$ cat src/rtl/risc_pkg.sv
// Shared widths, access classes and opcode constants for the RISC pipeline.
// Used by the execution stage and the memory/write-back stage.
package risc_pkg;

   localparam int DW = 8;
   localparam int AW = 4;
   localparam int RW = 3;

   typedef enum logic [1:0] {
      ACC_ALU   = 2'd0,
      ACC_LOAD  = 2'd1,
      ACC_STORE = 2'd2,
      ACC_BAD   = 2'd3
   } acc_class_e;

   // Execution-stage opcode encoding
   localparam logic [3:0] OP_ADD  = 4'h0;
   localparam logic [3:0] OP_SUB  = 4'h1;
   localparam logic [3:0] OP_AND  = 4'h2;
   localparam logic [3:0] OP_OR   = 4'h3;
   localparam logic [3:0] OP_XOR  = 4'h4;
   localparam logic [3:0] OP_SHL  = 4'h5;
   localparam logic [3:0] OP_SHR  = 4'h6;
   localparam logic [3:0] OP_LD   = 4'h8;
   localparam logic [3:0] OP_ST   = 4'h9;
   localparam logic [3:0] OP_NOP  = 4'hF;

endpackage

$ cat src/rtl/risc_dmem.sv
// 2**AW x DW data memory: async clear, one write port, registered read port.
// Read data is valid one cycle after the address; no backpressure.
module risc_dmem
   import risc_pkg::*;
(
   input  logic          clk,
   input  logic          rst_n,
   input  logic          we,
   input  logic [AW-1:0] addr,
   input  logic [DW-1:0] wdata,
   output logic [DW-1:0] rdata
);

   localparam int DEPTH = 2 ** AW;

   logic [DW-1:0] mem [DEPTH];

   always_ff @(posedge clk or negedge rst_n) begin
      if (!rst_n) begin
         for (int i = 0; i < DEPTH; i++) begin
            mem[i] <= '0;
         end
      end else if (we) begin
         mem[addr] <= wdata;
      end
   end

   // Reads see the pre-edge contents, so a same-cycle store is not forwarded
   always_ff @(posedge clk or negedge rst_n) begin
      if (!rst_n) begin
         rdata <= '0;
      end else begin
         rdata <= mem[addr];
      end
   end

endmodule

$ cat src/rtl/risc_memwb.sv
// Memory-access / write-back stage: classifies each access, drives the data memory and
// registers one write-back record per cycle (1-cycle latency, full rate, no backpressure).
module risc_memwb
   import risc_pkg::*;
#(
   parameter int CNTW = 8
) (
   input  logic            clk,
   input  logic            rst_n,
   input  logic            dmenbl,
   input  logic            rdwr,
   input  logic [AW-1:0]   dmaddr,
   input  logic [DW-1:0]   dmdatain,
   input  logic [DW-1:0]   rslt,
   input  logic [RW-1:0]   dst,
   input  logic            reg_wr_vld,
   input  logic            load_op,
   output logic [DW-1:0]   wb_data,
   output logic [RW-1:0]   wb_dst,
   output logic            wb_en,
   output logic [CNTW-1:0] ld_cnt,
   output logic [CNTW-1:0] st_cnt,
   output logic            proto_err
);

   localparam logic [CNTW-1:0] CNT_MAX = {CNTW{1'b1}};

   acc_class_e    acc;
   logic          mem_we;
   logic [DW-1:0] mem_rdata;
   logic [DW-1:0] alu_q;
   logic          ld_sel_q;

   always_comb begin
      acc = ACC_BAD;
      if (dmenbl && !rdwr) begin
         acc = ACC_STORE;
      end else if (dmenbl && rdwr && load_op) begin
         acc = ACC_LOAD;
      end else if (!dmenbl && !load_op) begin
         acc = ACC_ALU;
      end
   end

   assign mem_we = (acc == ACC_STORE);

   risc_dmem u_dmem (
      .clk   (clk),
      .rst_n (rst_n),
      .we    (mem_we),
      .addr  (dmaddr),
      .wdata (dmdatain),
      .rdata (mem_rdata)
   );

   always_ff @(posedge clk or negedge rst_n) begin
      if (!rst_n) begin
         alu_q     <= '0;
         ld_sel_q  <= 1'b0;
         wb_dst    <= '0;
         wb_en     <= 1'b0;
         ld_cnt    <= '0;
         st_cnt    <= '0;
         proto_err <= 1'b0;
      end else begin
         alu_q    <= rslt;
         ld_sel_q <= (acc == ACC_LOAD);
         wb_dst   <= dst;
         wb_en    <= ((acc == ACC_LOAD) || (acc == ACC_ALU)) && reg_wr_vld;
         if (acc == ACC_LOAD && ld_cnt != CNT_MAX) begin
            ld_cnt <= ld_cnt + 1'b1;
         end
         if (acc == ACC_STORE && st_cnt != CNT_MAX) begin
            st_cnt <= st_cnt + 1'b1;
         end
         if (acc == ACC_BAD) begin
            proto_err <= 1'b1;
         end
      end
   end

   // Both sources are registered, so this mux adds no input-to-output path
   assign wb_data = ld_sel_q ? mem_rdata : alu_q;

endmodule
$ cat config.mk
export PLATFORM = sky130hd
export DESIGN_NAME = risc_memwb
export DESIGN_NICKNAME = d
export VERILOG_FILES = /design/src/rtl/risc_pkg.sv /design/src/rtl/risc_dmem.sv /design/src/rtl/risc_memwb.sv
export SDC_FILE = /design/constraint.sdc
export NUM_CORES = 1
export LEC_CHECK = 0
export BUFFER_PORTS_ARGS = -buffer_cell sky130_fd_sc_hd__clkbuf_2
export CORE_ASPECT_RATIO = 0.6
export CORE_MARGIN = 5
export CORE_UTILIZATION = 34
export DETAILED_ROUTE_END_ITERATION = 10
export PLACE_DENSITY = 0.51
export SLEW_MARGIN = 5
export SYNTH_ARGS = -nofsm -noshare
export SYNTH_HDL_FRONTEND = slang
export SYNTH_HIERARCHICAL = 1
export SYNTH_SLANG_ARGS = --single-unit
$ cat constraint.sdc
create_clock -name clk -period 2.89 [get_ports clk]
set_input_delay 0.1445 -clock clk [delete_from_list [all_inputs] [get_ports clk]]
set_output_delay 0.1445 -clock clk [all_outputs]
set_load 0.1 [all_outputs]
==> results.sh <==
export IMPL_status="finished, final reports clean"
export IMPL_required_ns=2.75
export IMPL_crit_arrival_ns=1.73
export IMPL_min_period_ns=1.88
export IMPL_grt_max_degree=62
export IMPL_slew_headroom=0.399
export IMPL_clock_root_buffer="clkbuf_16"
export IMPL_p_leak_nw=3.87
export IMPL_via_per_inst=5.25
export IMPL_initial_core_util=0.348
export IMPL_synth_edff_count=0
export IMPL_vdd_drop_max_v=0.000415
export IMPL_drive_gt1_frac=0.515
export IMPL_fin_cells=846
export IMPL_yosys_area_top_type_share=0.563
export IMPL_core_um2=21200
export IMPL_yosys_top_cells_count="166 x dfrtp_1, 142 x mux2_2, 32 x mux4_2"
export IMPL_slew_violations=0
export IMPL_clock_latency_ns=0.42
export IMPL_dieArea_um2=24800
export IMPL_cts_setup_buffers=0
export IMPL_grt_util_met2=0.204
export IMPL_clockBufferDepth=2
export IMPL_hold_class="input port to flop"
export IMPL_fin_tns_setup_ns=0
export IMPL_clk_pin_slew_ns=0.07
export IMPL_synth_main_ff_cell="dfrtp_1"
export IMPL_netlist_instances=480
export IMPL_drt_iter0_markers=267
export IMPL_cts_tree="yes"
export IMPL_busiest_layer="met1"
export IMPL_rows=41
export IMPL_cts_sinks=166
export IMPL_critPathKind="flop to primary output"
export IMPL_cp_max_fo=8
export IMPL_syn_area_um2=7380
export IMPL_ys_types=46
export IMPL_hpwl_mm=11.9
export IMPL_synth_area_per_cell_um2=15.4
export IMPL_start_kind="flop"
export IMPL_tightest_slew_ns=0.900
export IMPL_port_buffers=57
export IMPL_grt_pass1_vias=4550
export IMPL_synth_fp_nets=511
export IMPL_r2r_cells=4
export IMPL_track_usage=0.147
export IMPL_ys_warn_count=6
export IMPL_met1_usage=0.223
export IMPL_via_count=4444
export IMPL_nets=586
export IMPL_hold_depth=3
export IMPL_grt_pass1_wl_mm=27.7
export IMPL_die_width_um=200
export IMPL_drc=0
export IMPL_numPlacedInstances=802
export IMPL_ys_ff_latch=166
export IMPL_yosysMostFrequentCell="dfrtp_1"
export IMPL_layout_area_overhead_vs_synth_pct=18.7
export IMPL_num_antenna_cells=0
export IMPL_gp_congestion=0.811
export IMPL_chipHeight_um=124
export IMPL_fin_ws_ns=1.01
export IMPL_ios=58
export IMPL_use_met3=0.0450
export IMPL_dr_pass1_iters=5
export IMPL_grt_setup_unrepaired="no"
export IMPL_worst_clock_skew_ns=0.00650
export IMPL_post_drt_wl_per_cell_um=20.7
export IMPL_htreeDepth=4
export IMPL_fin_crit_sh=0.649
export IMPL_timing_fmax_mhz=533
export IMPL_finalWirelength_mm=17.5
export IMPL_overflow=0
export IMPL_postRouteAntennaNets=0
export IMPL_postCtsResizedCells=0
export IMPL_dp_slack_ns=0.793
export IMPL_synth_seq_area_share=0.563
export IMPL_cts_buffers=17
export IMPL_power_density_nw_per_um2=827
export IMPL_finalHoldViolations=0
export IMPL_antenna_found_initial=2
export IMPL_drv_cap=0
export IMPL_crit_path_end_kind="primary output"
export IMPL_cts_hold_buffers=13
export IMPL_setup_viol=0
export IMPL_synthTopCellsByArea="dfrtp_1 56%, mux2_2 22%, mux4_2 9.8%"
export IMPL_yosysTopAreaCell="dfrtp_1"
export IMPL_async_flop_share=1.00
-- worst max-delay path, cell delays in order (launching register included) --
cell      delay (ns)
dfrtp_1         0.55
mux2_2          0.38
clkbuf_2        0.37
-- registers in the layout, indices dropped and copies added, names as in the netlist --
register      cells
alu_q             8
ld_cnt            8
ld_sel_q          1
proto_err         1
st_cnt            8
u_dmem/mem      128
u_dmem/rdata      8
wb_dst            3
wb_en             1
-- cell type report --
cell class,count,area [um^2]
Fill cell,1938,12400
Sequential cell,166,4150
Multi-Input combinational cell,287,3090
Timing Repair Buffer,82,524
Clock buffer,22,484
Tap cell,279,349
Clock inverter,9,148
Inverter,1,3.75
-- cells by family after synthesis --
group           synth area share
fa+ha+maj                0.00339
simple gates              0.0617
buf+inv                   0.0176
flops                      0.563
mux                        0.317
compound gates            0.0322
xor+xnor                 0.00475
-- stage by stage --
| stage | utilization | area [um^2] | total power [W] | hold slack (ns) |
|---|---|---|---|---|
| after floorplan | - | 7380 | 0.00442 | -0.151 |
| after global placement | 0.377 | 7990 | 0.00480 | 0.172 |
| after detailed placement | 0.377 | 7990 | 0.00485 | 0.177 |
| after CTS | 0.413 | 8760 | 0.00732 | 0.0951 |
| after global routing | 0.413 | 8760 | 0.00757 | 0.116 |
| final | 0.413 | 8760 | 0.00724 | 0.120 |
-- routing by layer --
metal | part of all wire | vias to the layer above
met5 | 0 | -
met4 | 0.0058 | 0
met3 | 0.053 | 12
met2 | 0.42 | 96
met1 | 0.52 | 2386
li1 | - | 1950
-- worst paths after layout --
| check | slack [ns] | endpoint | from |
|---|---|---|---|
| worst max-delay path | 1.01 | wb_data[1] | ld_sel_q$_DFF_PN0_ |
| worst min-delay path | 0.12 | ld_cnt[2]$_DFFE_PN0P_ | load_op |
| worst max register to register | 1.31 | ld_cnt[1]$_DFFE_PN0P_ | ld_cnt[0]$_DFFE_PN0P_ |
| worst min register to register | 0.47 | proto_err$_DFFE_PN0N_ | proto_err$_DFFE_PN0N_ |
| max in group asynchronous | 1.79 | u_dmem/rdata[6]$_DFF_PN0_ | rst_n |
| min in group asynchronous | 0.27 | ld_cnt[7]$_DFFE_PN0P_ | rst_n |
-- report_power, final --
part	switching, W	internal [W]
clock network	0.000900	0.00153
logic	0.00108	0.000624
registers	0.000325	0.00278
-- placed cells by master, fill, tap and decap left out, drive strengths merged, types with 6 or more instances in the layout --
| cell | n |
|---|---|
| a22oi | 16 |
| nor3 | 10 |
| nor2 | 12 |
| nand2 | 18 |
| dfrtp | 166 |
| nand3 | 6 |
| clkbuf | 78 |
| mux4 | 32 |
| mux2 | 142 |
| buf | 13 |
| dlygate4sd3 | 13 |
(Power assumes the default switching activity.)
